[config.mk]
export PLATFORM = sky130hd
export DESIGN_NAME = irr_isr_priority_resolver
export DESIGN_NICKNAME = d
export VERILOG_FILES = /design/src/rtl/irr_isr_priority_resolver.sv
export SDC_FILE = /design/constraint.sdc
export NUM_CORES = 1
export LEC_CHECK = 0
export CORE_ASPECT_RATIO = 1.2
export CORE_UTILIZATION = 50
export CTS_BUF_LIST = sky130_fd_sc_hd__clkbuf_4 sky130_fd_sc_hd__clkbuf_8
export DETAILED_ROUTE_END_ITERATION = 12
export DONT_BUFFER_PORTS = 1
export GPL_TIMING_DRIVEN = 0
export PLACE_DENSITY = 0.72
export REMOVE_ABC_BUFFERS = 1
export SLEW_MARGIN = 30
export SYNTH_ARGS = -nofsm -noshare
export SYNTH_HDL_FRONTEND = slang
export SYNTH_SLANG_ARGS = --single-unit
[constraint.sdc]
create_clock -name clock -period 12.09 [get_ports clock]
set_clock_uncertainty 0.15 [all_clocks]
set_input_delay 1.209 -clock clock [delete_from_list [all_inputs] [get_ports clock]]
set_output_delay 1.209 -clock clock [all_outputs]
set_load 0.005 [all_outputs]
[src/rtl/irr_isr_priority_resolver.sv]
// 8259A request stage: IR pin synchroniser, IRR with edge/level detect, ISR and priority resolution.
// Optional SPECIAL_MASK_MODE_EN adds the special_mask_mode input.
module irr_isr_priority_resolver #(
  parameter int unsigned SYNC_STAGES = 2
) (
  input  logic       clock,
  input  logic       reset,
  input  logic [7:0] interrupt_request_pin,
  input  logic       level_or_edge_toriggered_config,
  input  logic       special_fully_nest_config,
  input  logic       freeze,
  input  logic [7:0] interrupt_mask,
  input  logic [2:0] priority_rotate,
  input  logic       latch_in_service,
  input  logic [7:0] clear_interrupt_request,
  input  logic [7:0] end_of_interrupt,
`ifdef SPECIAL_MASK_MODE_EN
  input  logic       special_mask_mode,
`endif
  output logic [7:0] interrupt,
  output logic [7:0] highest_level_in_service,
  output logic [7:0] interrupt_request_register,
  output logic [7:0] in_service_register
);

  localparam int unsigned NUM_IR = 8;
  localparam int unsigned STAGES = (SYNC_STAGES < 2) ? 2 : SYNC_STAGES;

  logic [STAGES-1:0][NUM_IR-1:0] sync_q;
  logic [NUM_IR-1:0] s;
  logic [NUM_IR-1:0] prev;
  logic [NUM_IR-1:0] rise;
  logic [NUM_IR-1:0] irr;
  logic [NUM_IR-1:0] irr_next;
  logic [NUM_IR-1:0] isr;
  logic [NUM_IR-1:0] isr_next;
  logic [NUM_IR-1:0] masked_req;
  logic [NUM_IR-1:0] candidates;
  logic [NUM_IR-1:0] winner;
  logic [NUM_IR-1:0] hlis;
  logic [NUM_IR-1:0] grant;
  logic              smm;

`ifdef SPECIAL_MASK_MODE_EN
  assign smm = special_mask_mode;
`else
  assign smm = 1'b0;
`endif

  // Highest-priority set bit of v; the level after priority_rotate is highest.
  function automatic logic [7:0] pick(input logic [7:0] v, input logic [2:0] rot);
    logic [7:0] r;
    logic       found;
    logic [2:0] idx;
    r     = '0;
    found = 1'b0;
    for (int i = 0; i < 8; i++) begin
      idx = 3'(rot + 3'd1 + 3'(i));
      if (!found && v[idx]) begin
        r[idx] = 1'b1;
        found  = 1'b1;
      end
    end
    return r;
  endfunction

  // Priority rank of a one-hot level, 0 = highest.
  function automatic logic [2:0] rank(input logic [7:0] oh, input logic [2:0] rot);
    logic [2:0] idx;
    idx = '0;
    for (int i = 0; i < 8; i++) begin
      if (oh[i]) idx = 3'(i);
    end
    return 3'(idx - rot - 3'd1);
  endfunction

  assign s    = sync_q[STAGES-1];
  assign rise = s & ~prev;

  always_ff @(posedge clock or posedge reset) begin
    if (reset) begin
      sync_q <= '0;
      prev   <= '0;
      irr    <= '0;
      isr    <= '0;
    end else begin
      sync_q[0] <= interrupt_request_pin;
      for (int i = 1; i < int'(STAGES); i++) begin
        sync_q[i] <= sync_q[i-1];
      end
      prev <= s;
      irr  <= irr_next;
      isr  <= isr_next;
    end
  end

  // Clear beats freeze, freeze beats set; level mode tracks the synced pin.
  always_comb begin
    irr_next = level_or_edge_toriggered_config ? s : (irr | rise);
    if (freeze) irr_next = irr;
    irr_next = irr_next & ~clear_interrupt_request;
  end

  always_comb begin
    masked_req = irr & ~interrupt_mask;
    candidates = masked_req;
    hlis       = pick(isr, priority_rotate);
    grant      = '0;
    if (smm) begin
      hlis       = pick(isr & ~interrupt_mask, priority_rotate);
      candidates = masked_req & ~isr;
    end
    winner = pick(candidates, priority_rotate);
    if (smm || (hlis == '0)) begin
      grant = winner;
    end else if (rank(winner, priority_rotate) < rank(hlis, priority_rotate)) begin
      grant = winner;
    end else if (special_fully_nest_config &&
                 (rank(winner, priority_rotate) == rank(hlis, priority_rotate))) begin
      grant = winner;
    end
  end

  // Latch set wins over EOI on the same bit.
  always_comb begin
    isr_next = isr & ~end_of_interrupt;
    if (latch_in_service) isr_next = isr_next | grant;
  end

  assign interrupt                  = grant;
  assign highest_level_in_service   = hlis;
  assign interrupt_request_register = irr;
  assign in_service_register        = isr;

endmodule

# Word level (Yosys, flattened, before mapping)
# Cells that the tools add are included.
[word_totals]
reg_bits = 40
in_bits = 41
out_inout_bits = 32
word_cells = 205
[classes]
addsub = 16
n_lt_le_gt_ge = 17
n_eq_ne = 1
mux = 104
n_bitwise = 24
reduce_logical = 38
[op_table]
columns = ["op", "n"]
rows = [
  ["8-bit two-way mux", 22],
  ["8-bit bitwise OR", 16],
  ["3-bit two-way mux", 18],
  ["1-bit binary-select mux with 3-bit select", 16],
  ["1-bit two-way mux", 40],
  ["8-bit AND", 4],
  ["3-bit by 4-bit < comparator with 1-bit output (second input constant)", 8],
  ["8-bit NOT", 4],
  ["1-bit demux with 3-bit select", 8],
  ["3-bit by 1-bit greater-or-equal comparator with 1-bit output (second input constant)", 8],
  ["1-bit logical AND", 23],
  ["1-bit logical NOT", 14],
  ["3-bit adder (second input constant)", 4],
  ["3-bit by 1-bit subtractor with 3-bit output (second input constant)", 4],
  ["3-bit subtractor", 4],
  ["8-bit logical NOT", 1],
  ["3-bit by 1-bit adder with 3-bit output (second input constant)", 2],
  ["3-bit by 2-bit adder with 3-bit output (second input constant)", 2],
  ["3-bit == test", 1],
  ["3-bit < comparator", 1],
]

# Longest topological paths before layout
# Gate-level depths: netlist of run 1.
[depth]
word_depth = 48
mapped_depth = 26
mapped_depth_nobuf = 21

# Worst setup path before layout of run 1
# Ideal clock, no wire load.
[synth_timing]
path_type = "input -> output"
from = "in priority_rotate[0]"
to = "out interrupt[0]"
arrival_time_ps = 6103
t_required_ps = 10731
setup_slack_ps = 4628
stages = 23
n_path_buf = 4
path_cell_list = "buf_6 > inv_1 > buf_4 > clkbuf_1 > ha_1 > buf_2 > mux4_2 > and2_1 > a2111oi_0 > a21oi_1 > nand2_1 > o221ai_1 > nor4_4 > inv_1 > ha_1 > fa_1 > inv_1 > ha_1 > nor2b_1 > o21a_1 > o21ai_0 > a21oi_2 > nor2_1"
[synth_between]
elab_cells_between_ends = 187
cone_classes = "add/sub (16); order compare (17); eq/ne (1); mux (101); bitwise (14); reduce/logical (38)"
[synth_lines]
columns = ["element", "line", "text"]
rows = [
  ["start: declaration", "13", "input logic [2:0] priority_rotate,"],
  ["3-bit by 1-bit adder with 3-bit output *", "58", "idx = 3'(rot + 3'd1 + 3'(i));"],
  ["branches (longest 23 deep; another with 3-bit by 4-bit < comparator with 1-bit output)", "--", ""],
  ["8-bit two-way mux *", "59", "if (!found && v[idx]) begin"],
  ["named net highest_level_in_service[3]", "21", "output logic [7:0] highest_level_in_service,"],
  ["3-bit two-way mux (5 in a row)", "72", "if (oh[i]) idx = 3'(i);"],
  ["3-bit two-way mux", "116", "end else if (rank(winner, priority_rotate) < rank(hlis, priority_rotate)) begin"],
  ["3-bit two-way mux", "114", "if (smm || (hlis == '0)) begin"],
  ["3-bit subtractor", "74", "return 3'(idx - rot - 3'd1);"],
  ["3-bit by 1-bit subtractor with 3-bit output", "74", ""],
  ["3-bit == test", "119", "(rank(winner, priority_rotate) == rank(hlis, priority_rotate))) begin"],
  ["1-bit logical AND", "118", "end else if (special_fully_nest_config &&"],
  ["8-bit two-way mux", "118", ""],
  ["8-bit two-way mux", "116", ""],
  ["8-bit two-way mux *", "114", ""],
  ["end: declaration", "20", "output logic [7:0] interrupt,"],
]
# Mark *: on every way through the listed nets, which the timed path passes. The select of a mux whose other input is x is not followed.

# Worst setup path after layout of run 1
[layout_timing]
from = "in priority_rotate[0]"
to = "out interrupt[4]"
[layout_between]
elab_chain_len = 41
elab_cells_between_ends = 187
cone_classes = "add/sub (16); order compare (17); eq/ne (1); mux (101); bitwise (14); reduce/logical (38)"
[layout_rtl]
columns = ["element", "line"]
rows = [
  ["3-bit by 1-bit adder with 3-bit output *", "58"],
  ["branches (longest 23 deep; another with 3-bit by 4-bit < comparator with 1-bit output)", "--"],
  ["8-bit two-way mux *", "59"],
  ["named net highest_level_in_service[1]", "21"],
  ["1-bit two-way mux", "72"],
  ["3-bit two-way mux (6 in a row)", "72"],
  ["3-bit two-way mux", "116"],
  ["3-bit two-way mux", "114"],
  ["3-bit subtractor", "74"],
  ["3-bit by 1-bit subtractor with 3-bit output", "74"],
  ["3-bit == test", "119"],
  ["1-bit logical AND", "118"],
  ["8-bit two-way mux", "118"],
  ["8-bit two-way mux", "116"],
  ["8-bit two-way mux *", "114"],
]
# Marks and branches as above.

==> metrics.yaml, run 1 <==
placed_design:
  portBuffers: 0
  hpwl_mm: 9.92
  place.gp.congestion: 0.982
  pre_cts_slack_ps: 3360
  place_inst: 529
power:
  power.density_mw_per_mm2: 143
  power_leakage_nw: 1.59
  irDropWorstVdd_mv: 0.172
yosys:
  synth_top_family_by_area: "compound AO/OA/AOI/OAI gates"
  synthFlopType: "dfrtp_1"
  synth_area_per_cell_um2: 8.87
  synth_edf_count: 0
  synthMuxAreaShare: 0.177
  async_reset_ff_frac: 1.00
  synth_most_common_cell: "nor2_1"
  synth_top_cell_area_share: 0.243
  yosys.area.top_type: "dfrtp_1"
  synthTopCellsByArea: "dfrtp_1, mux4_2, nor2_1, nand2_1, mux2_2"
  yosys_warnings: 0
  yosysSeqAreaShare: 0.243
  synth-simple-area-share: 0.203
  synth_compound_area_frac: 0.257
  synth_xor_area_frac: 0.0274
  netlist_area_mm2: 0.00412
  ys_seq_elements: 40
  yosys-top-cells-count: "nor2_1, nand2_1, dfrtp_1"
  ys_types: 77
  synthCells: 464
  yosys.area_share.adder: 0.0310
drt:
  postRouteAntennaNets: 0
  vias: 4054
  drc: 2
  vias_per_cell: 7.55
  first_pass_iters: 9
  wl_per_cell_um: 25.0
  drt_iter0_drc: 559
  wl_mm: 13.4
status:
  status: "finished, violations left"
  violations: "DRC"
worst_setup_path:
  rr_worst_depth: 19
  rr_startpoint: "interrupt_request_register[5]$_DFF_PP0_"
  worstSetupPathType: "in -> out"
  cp_max_fo: 49
  worst_setup_path_start_kind: "input port"
  reg2reg_to: "in_service_register[2]$_DFF_PP0_"
  ff2ff_setup_slack_ps: 6160
  worst_setup_path_end_kind: "output port"
  critPathArrivalTime_ps: 7580
  cp.required_ps: 10730
timing:
  worstMarginPinSlew_ps: 918
  min_period_ps: 8940
  tns_ps: 0
  drv_slew: 0
  max_freq_mhz: 112
  layout_setup_ws_ps: 3150
  grt_setup_unrepaired: "no"
  relSlewSlack: 0.383
  hold_viol: 0
  finalSetupViolations: 0
  min_period_over_period: 0.740
hold_path:
  hold_depth: 0
  holdPathEnd: "s[7]$_DFF_PP0_"
  holdCritStartpoint: "sync_q[7]$_DFF_PP0_"
  hold_class: "reg -> reg"
global_routing:
  grt_pass1_wl_mm: 21.2
  grt.overflow.total: 0
  antenna_found_initial: 0
  grt_pass1_vias: 4051
  grt.total_usage: 0.321
  grt_max_degree: 50
cts:
  htreeDepth: 2
  cts_hold_buf: 0
  clkLatencyLatePin_ps: 290
  clockRootBuffer: "clkbuf_8"
  clock_path_buffers: 2
  clock_sinks: 40
  cts_resized: 0
  post_cts_buffers: 0
  cts_tree: "done"
  cts_made_buffers: 5
  path_clk_slew_ps: 80
final_layout:
  multi_input_area_mm2: 0.00290
  fin_cells: 537
  drive_gt1_frac: 0.157
  final_core_util: 0.544
  diodes: 0
  fillers: 740
  fin_nets: 494
  register_area_mm2: 0.00100
  syn_to_final_growth_pct: 3.65
die:
  die_height_um: 101
  coreArea_mm2: 0.00784
  start_util: 0.525
  dieArea_mm2: 0.00860
  rows: 35
  fp.dieW_um: 84.8
  num_io_pins: 73
job:
  cap_viol_max_count: 0
## registers in the layout, indices dropped and copies added, names as in the netlist
signal                      flops
interrupt_request_register      8
in_service_register             8
sync_q                          8
prev                            8
s                               8
## worst max-delay path, cell delays in order
cell,delay (ps)
clkinv_1,680
ha_2,1210
mux4_1,390
mux2i_1,160
o22ai_1,430
a21oi_1,200
a211oi_1,420
o221ai_1,350
nor4_4,470
inv_1,80
ha_1,200
fa_1,490
inv_1,50
ha_1,280
nor2b_1,130
o21a_1,160
o21ai_0,260
a21oi_2,150
nor2_1,240
## cell usage in the layout (no fill, tap or decap), types with 4 or more instances in the layout
cell      synthesis  routed
inv_1            23      21
a21oi_1          22      22
clkbuf_8          0       5
mux2i_1          11      11
nor2_1           49      49
nand4_1           4       4
o211ai_1          9       9
nand3_1          10      10
a31oi_1          12      12
nor2b_1          11      11
nand2_1          41      41
a221oi_1          6       6
o31ai_1           5       5
a32oi_1          10      10
dfrtp_1          40      40
o22ai_1          15      15
o221ai_1          6       6
a211oi_1          5       5
ha_1              7       6
o21ai_0          16      16
mux4_2           18      18
mux2_2           11      11
nor3_1           17      17
nand2b_1          6       6
## where the power goes
part	internal (mW)	switching [mW]
clock network	0.0621	0.0463
registers	0.145	0.0255
logic	0.124	0.205
## worst max path at each step
stage,depth (start not counted),end,startpoint,slack [ps]
after floorplan,19,interrupt[0],priority_rotate[0],4340
after global placement,19,interrupt[0],priority_rotate[0],2850
after detailed placement,20,interrupt[0],priority_rotate[0],3360
after CTS,20,interrupt[0],priority_rotate[0],3340
after global routing,19,interrupt[0],priority_rotate[0],2750
final,19,interrupt[4],priority_rotate[0],3150
## cell families (layout without fill, tap and decap cells)
group           count (synthesis)  count (layout)
mux                            44              44
xor+xnor                        9               9
simple gates                  166             166
buf+inv                        55              36
compound gates                141             141
fa+ha+maj                       9               9
flops                          40              40
## routing by layer
layer | vias to the layer above | wire (um) | share of wire | global-route usage
li1 | 1750 | - | - | -
met1 | 1943 | 5200 | 0.39 | 0.397
met2 | 299 | 6270 | 0.47 | 0.533
met3 | 62 | 1300 | 0.097 | 0.0652
met4 | 0 | 672 | 0.050 | 0.172
met5 | - | 0 | 0 | 0
## stage by stage
| step | total power [mW] | area, um2 | hold slack (ps) |
|---|---|---|---|
| after floorplan | 0.406 | 3960 | 181 |
| final | 0.608 | 4270 | 203 |
| after global routing | 0.646 | 4270 | 214 |
| after detailed placement | 0.495 | 4150 | 191 |
| after CTS | 0.605 | 4270 | 201 |
| after global placement | 0.485 | 4070 | 182 |
## final cells by class
| cell class | count | share of cell area |
|---|---|---|
| Multi-Input combinational cell | 369 | 0.679 |
| Sequential cell | 40 | 0.235 |
| Tap cell | 92 | 0.0270 |
| Inverter | 25 | 0.0220 |
| Clock buffer | 5 | 0.0161 |
| Clock inverter | 3 | 0.0109 |
| Timing Repair Buffer | 3 | 0.0106 |
No activity file was read; power rests on OpenSTA's default activity.
==> run 2: changes to the inputs <==
==> constraint.sdc (replaced) <==
create_clock -name clock -period 8.6 [get_ports clock]
set_clock_uncertainty 0.15 [all_clocks]
set_input_delay 0.86 -clock clock [delete_from_list [all_inputs] [get_ports clock]]
set_output_delay 0.86 -clock clock [all_outputs]
set_load 0.005 [all_outputs]
==> metrics.yaml, run 2 (synthesis results as in run 1) <==
global_routing:
  grt_max_degree: 50  # unchanged
  grt.total_usage: 0.321  # unchanged
  grt_pass1_wl_mm: 21.2  # unchanged
  antenna_found_initial: 0  # unchanged
  grt_pass1_vias: 4051  # unchanged
  grt.overflow.total: 0  # unchanged
timing:
  drv_slew: 0  # unchanged
  min_period_ps: 7930
  finalSetupViolations: 0  # unchanged
  hold_viol: 0  # unchanged
  worstMarginPinSlew_ps: 946  # was 918 ps
  tns_ps: 0  # unchanged
  relSlewSlack: 0.366  # was 0.383
  min_period_over_period: 0.922
  grt_setup_unrepaired: "no"  # unchanged
  max_freq_mhz: 126
placed_design:
  dpl-instance-area_mm2: 0.00415  # unchanged
  hpwl_mm: 9.92  # unchanged
  portBuffers: 0  # unchanged
  place.gp.congestion: 0.982  # unchanged
  place_inst: 529  # unchanged
worst_setup_path:
  rr_startpoint: "interrupt_request_register[5]$_DFF_PP0_"  # unchanged
  crit_path_top_delay_cell: "ha_4"  # was ha_2
  reg2reg_to: "in_service_register[2]$_DFF_PP0_"  # unchanged
  cp.required_ps: 7590  # was 10730 ps
  ff2ff_setup_slack_ps: 2740  # was 6160 ps
  path_depth: 19  # unchanged
  cp_max_fo: 49  # unchanged
  critPathArrivalTime_ps: 6920  # was 7580 ps
  cpPeakStageDelay_ps: 920  # was 1210 ps
  cp-endpoint: "interrupt[4]"  # unchanged
  critPathTopFamily: "compound AO/OA/AOI/OAI gates"  # was adder cells
  worstPathBufferInverterCount: 3  # unchanged
  crit_chain: "clkinv_1 -> ha_4 -> mux4_1 -> mux2i_1 -> o22ai_1 -> a21oi_1 -> a211oi_1 -> o221ai_1 -> nor4_4 -> inv_1 -> ha_1 -> fa_1 -> inv_1 -> ha_1 -> nor2b_1 -> o21a_1 -> o21ai_0 -> a21oi_2 -> nor2_1"  # was clkinv_1 -> ha_2 -> mux4_1 -> mux2i_1 -> o22ai_1 -> a21oi_1 -> a211oi_1 -> o221ai_1 -> nor4_4 -> inv_1 -> ha_1 -> fa_1 -> inv_1 -> ha_1 -> nor2b_1 -> o21a_1 -> o21ai_0 -> a21oi_2 -> nor2_1
  worstSetupPathType: "in -> out"  # unchanged
  cp-startpoint: "priority_rotate[0]"  # unchanged
  rr_worst_depth: 19  # unchanged
  worst_setup_path_start_kind: "input port"  # unchanged
  worst_setup_path_end_kind: "output port"  # unchanged
final_layout:
  stdcell_area_mm2: 0.00428  # was 0.00427 mm2
  fin_cells: 537  # unchanged
  final_core_util: 0.546  # was 0.544
  fillers: 738  # was 740
  layout_common_cells: "nor2_1, nand2_1, dfrtp_1"  # unchanged
  layout_commonest_cell: "nor2_1"  # unchanged
  fin_nets: 494  # unchanged
  drive_gt1_frac: 0.157  # unchanged
  diodes: 0  # unchanged
  syn_to_final_growth_pct: 3.89  # was 3.65%
cts:
  clkLatencyLatePin_ps: 290  # about the same
  cts_made_buffers: 5  # unchanged
  path_clk_slew_ps: 80  # about the same
  clockRootBuffer: "clkbuf_8"  # unchanged
  post_cts_buffers: 0  # unchanged
  clock_path_buffers: 2  # unchanged
  cts_tree: "done"  # unchanged
  cts_resized: 0  # unchanged
  cts_hold_buf: 0  # unchanged
  clock_sinks: 40  # unchanged
  htreeDepth: 2  # unchanged
die:
  dieArea_mm2: 0.00860  # unchanged
  fp.dieW_um: 84.8  # unchanged
  die_height_um: 101  # unchanged
  start_util: 0.525  # unchanged
  rows: 35  # unchanged
  coreArea_mm2: 0.00784  # unchanged
  num_io_pins: 73  # unchanged
drt:
  vias_per_cell: 7.55  # about the same
  drt_iter0_drc: 581  # was 559
  vias: 4055  # was 4054
  postRouteAntennaNets: 0  # unchanged
  wl_mm: 13.4  # about the same
  wl_per_cell_um: 25.0  # about the same
  first_pass_iters: 9  # unchanged
  drc: 2  # unchanged
power:
  irDropWorstVdd_mv: 0.241  # was 0.172 mV
  power_leakage_nw: 1.60  # was 1.59 nW
  power.density_mw_per_mm2: 200  # was 143 mW/mm2
  power_mw: 0.856  # was 0.608 mW
job:
  cap_viol_max_count: 0  # unchanged
status:
  status: "finished, violations left"  # unchanged
  violations: "DRC"  # unchanged
hold_path:
  hold_class: "reg -> reg"  # unchanged
  hold_depth: 0  # unchanged
run 2: worst min-delay path by stage:
stage                              from        endpoint  slack [ps]
floorplan           sync_q[0]$_DFF_PP0_  s[0]$_DFF_PP0_         180
global placement    sync_q[2]$_DFF_PP0_  s[2]$_DFF_PP0_         180
detailed placement  sync_q[5]$_DFF_PP0_  s[5]$_DFF_PP0_         190
CTS                 sync_q[7]$_DFF_PP0_  s[7]$_DFF_PP0_         200
global route        sync_q[5]$_DFF_PP0_  s[5]$_DFF_PP0_         210
finish              sync_q[7]$_DFF_PP0_  s[7]$_DFF_PP0_         200
run 2: area by class of cell:
type                    count  area, um2  area share
multi-input cells         369       2910       0.680
flip-flops and latches     40       1000       0.234
well taps                  92        115      0.0269
inverters                  25       93.8      0.0219
clock buffers               5       68.8      0.0161
clock inverters             3       46.3      0.0108
repair buffers              3       45.0      0.0105
run 2: worst register-to-register path, cell delays in order (launching register included):
cell and delay, ps:
dfrtp_1 390, nor2b_1 480, mux2i_1 320, mux4_2 570, nand3_2 190, nor2_1 160, a21oi_1 240, a211oi_1 110
nor3_1 720, nand3_1 180, ha_1 240, fa_1 380, xor2_1 160, xnor2_1 130, ha_1 310, nand4_1 100
o21ai_0 130, and2_1 210, a31oi_4 340, o22ai_1 150
run 2: power breakdown:
part	internal, mW	switching [mW]
registers	0.204	0.0355
logic	0.176	0.288
clock network	0.0873	0.0651
run 2: metrics by stage:
stage / hold WS, ps / setup slack (ps)
5_1_grt: 214 / 263
3_3_place_gp: 182 / 60.5
3_5_place_dp: 191 / 565
6_report: 203 / 673
4_1_cts: 201 / 546
2_1_floorplan: 181 / 1550
run 2: metal layers:
metal / global-route usage / routed length [um] / vias up
li1: - / - / 1753
met1: 0.397 / 5130 / 1943
met2: 0.533 / 6210 / 301
met3: 0.0652 / 1380 / 58
met4: 0.172 / 685 / 0
met5: 0 / 0 / -
==> run 3: changes to the inputs <==
--- a/config.mk
+++ b/config.mk
@@ -13,7 +13,6 @@
 export GPL_TIMING_DRIVEN = 0
 export PLACE_DENSITY = 0.72
 export REMOVE_ABC_BUFFERS = 1
-export SLEW_MARGIN = 30
 export SYNTH_ARGS = -nofsm -noshare
 export SYNTH_HDL_FRONTEND = slang
 export SYNTH_SLANG_ARGS = --single-unit
==> metrics.yaml, run 3 (synthesis results as in run 1) <==
die:
  coreArea_mm2: 0.00784  # unchanged
  rows: 35  # unchanged
  fp.dieW_um: 84.8  # unchanged
  die_height_um: 101  # unchanged
  num_io_pins: 73  # unchanged
  start_util: 0.525  # unchanged
  dieArea_mm2: 0.00860  # unchanged
worst_setup_path:
  worst_setup_path_end_kind: "output port"  # unchanged
  worst_setup_path_start_kind: "input port"  # unchanged
  rr_startpoint: "interrupt_request_register[5]$_DFF_PP0_"  # unchanged
  cp.required_ps: 7590  # about the same
  cp-startpoint: "priority_rotate[0]"  # unchanged
  critPathArrivalTime_ps: 7240  # was 6920 ps
  cp_max_fo: 49  # unchanged
  crit_path_top_delay_cell: "inv_1"  # was ha_4
  crit_chain: "inv_1 -> ha_2 -> inv_1 -> xnor2_2 -> mux4_2 -> nand3_2 -> nor2_1 -> a21oi_1 -> a211oi_1 -> nor3_1 -> nand3_1 -> ha_1 -> fa_1 -> xor2_1 -> xnor2_1 -> ha_1 -> nand4_1 -> o21ai_0 -> a21oi_2 -> nor2_1"  # was clkinv_1 -> ha_4 -> mux4_1 -> mux2i_1 -> o22ai_1 -> a21oi_1 -> a211oi_1 -> o221ai_1 -> nor4_4 -> inv_1 -> ha_1 -> fa_1 -> inv_1 -> ha_1 -> nor2b_1 -> o21a_1 -> o21ai_0 -> a21oi_2 -> nor2_1
  worstSetupPathType: "in -> out"  # unchanged
  cpPeakStageDelay_ps: 730  # was 920 ps
global_routing:
  antenna_found_initial: 0  # unchanged
  grt_pass1_vias: 4049  # was 4051
  grt_pass1_wl_mm: 21.3  # was 21.2 mm
  grt.total_usage: 0.318  # was 0.321
  grt_max_degree: 50  # unchanged
  grt.overflow.total: 0  # unchanged
timing:
  min_period_ps: 8250  # was 7930 ps
  tns_ps: 0  # unchanged
  hold_viol: 0  # unchanged
  relSlewSlack: 0.315  # was 0.366
  drv_slew: 0  # unchanged
  finalSetupViolations: 0  # unchanged
  min_period_over_period: 0.959  # was 0.922
  worstMarginPinSlew_ps: 1030  # was 946 ps
  grt_setup_unrepaired: "no"  # unchanged
  max_freq_mhz: 121  # was 126 MHz
  hold-worst-slack_ps: 199  # was 203 ps
cts:
  clock_sinks: 40  # unchanged
  cts_resized: 0  # unchanged
  cts_hold_buf: 0  # unchanged
  cts_tree: "done"  # unchanged
  clockRootBuffer: "clkbuf_8"  # unchanged
  path_clk_slew_ps: 70  # was 80 ps
  htreeDepth: 2  # unchanged
  cts_made_buffers: 5  # unchanged
  post_cts_buffers: 0  # unchanged
  clkLatencyLatePin_ps: 280  # was 290 ps
  clock_path_buffers: 2  # unchanged
final_layout:
  syn_to_final_growth_pct: 4.13  # was 3.89%
  multi_input_area_mm2: 0.00289  # was 0.00291 mm2
  diodes: 0  # unchanged
  register_area_mm2: 0.00100  # unchanged
  fillers: 708  # was 738
  fin_nets: 494  # unchanged
  layout_common_cells: "nor2_1, nand2_1, dfrtp_1"  # unchanged
  layout_commonest_cell: "nor2_1"  # unchanged
  drive_gt1_frac: 0.155  # was 0.157
drt:
  postRouteAntennaNets: 0  # unchanged
  first_pass_iters: 9  # unchanged
  vias_per_cell: 7.53  # was 7.55
  vias: 4042  # was 4055
  drc: 2  # unchanged
  wl_mm: 13.3  # was 13.4 mm
  wl_per_cell_um: 24.8  # was 25.0 um
  drt_iter0_drc: 447  # was 581
power:
  irDropWorstVdd_mv: 0.203  # was 0.241 mV
  power.density_mw_per_mm2: 200  # about the same
  power_leakage_nw: 1.61  # was 1.60 nW
  power_mw: 0.855  # was 0.856 mW
placed_design:
  hpwl_mm: 9.97  # was 9.92 mm
  place.gp.congestion: 0.982  # unchanged
  portBuffers: 0  # unchanged
hold_path:
  hold_class: "reg -> reg"  # unchanged
  holdCritStartpoint: "sync_q[7]$_DFF_PP0_"  # unchanged
status:
  status: "finished, violations left"  # unchanged
  violations: "DRC"  # unchanged
job:
  cap_viol_max_count: 0  # unchanged
run 3: stage by stage:
stage	cells	instance area [um2]	setup slack (ps)	util
after global routing	537	4290	60.9	0.547
after CTS	537	4280	243	0.547
after detailed placement	529	4160	261	0.531
after floorplan	434	3960	1550	-
after global placement	526	4070	60.5	0.520
final	537	4290	353	0.547
run 3: area by class of cell:
cell class / instances / share of cell area
multi-input combinational: 369 / 0.673
timing repair buffer: 3 / 0.0163
inverter: 25 / 0.0219
tap: 92 / 0.0269
clock inverter: 2 / 0.00905
clock buffer: 6 / 0.0193
sequential: 40 / 0.234
run 3: worst paths after layout:
| check | endpoint | slack [ps] | cells past startpoint |
|---|---|---|---|
| worst max-delay path | interrupt[4] | 350 | 20 |
| worst min-delay path | s[7]$_DFF_PP0_ | 200 | 0 |
| worst max register to register | in_service_register[2]$_DFF_PP0_ | 2710 | 19 |
| worst min register to register | s[7]$_DFF_PP0_ | 200 | 0 |
| max in group asynchronous | interrupt_request_register[2]$_DFF_PP0_ | 7240 | 2 |
| min in group asynchronous | in_service_register[1]$_DFF_PP0_ | 490 | 1 |
run 3: per-layer routing:
metal	global-route usage	routed length (um)	up-vias
li1	-	-	1759
met5	0	0	-
met3	0.0619	1530	50
met2	0.518	6130	303
met4	0.155	594	0
met1	0.409	5060	1930
run 3: power by group:
| group | internal (mW) | total [mW] | switching, mW |
|---|---|---|---|
| Combinational | 0.176 | 0.464 | 0.288 |
| Sequential | 0.205 | 0.240 | 0.0357 |
| Clock | 0.0947 | 0.152 | 0.0570 |
| Total | 0.475 | 0.855 | 0.381 |
run 3: worst max-delay path: cells and delay by family:
kind / cells / cell delay [ps]
fa+ha+maj: 4 / 1500
compound gates: 4 / 880
mux: 1 / 680
buf+inv: 2 / 920
xor+xnor: 3 / 840
simple gates: 6 / 1520
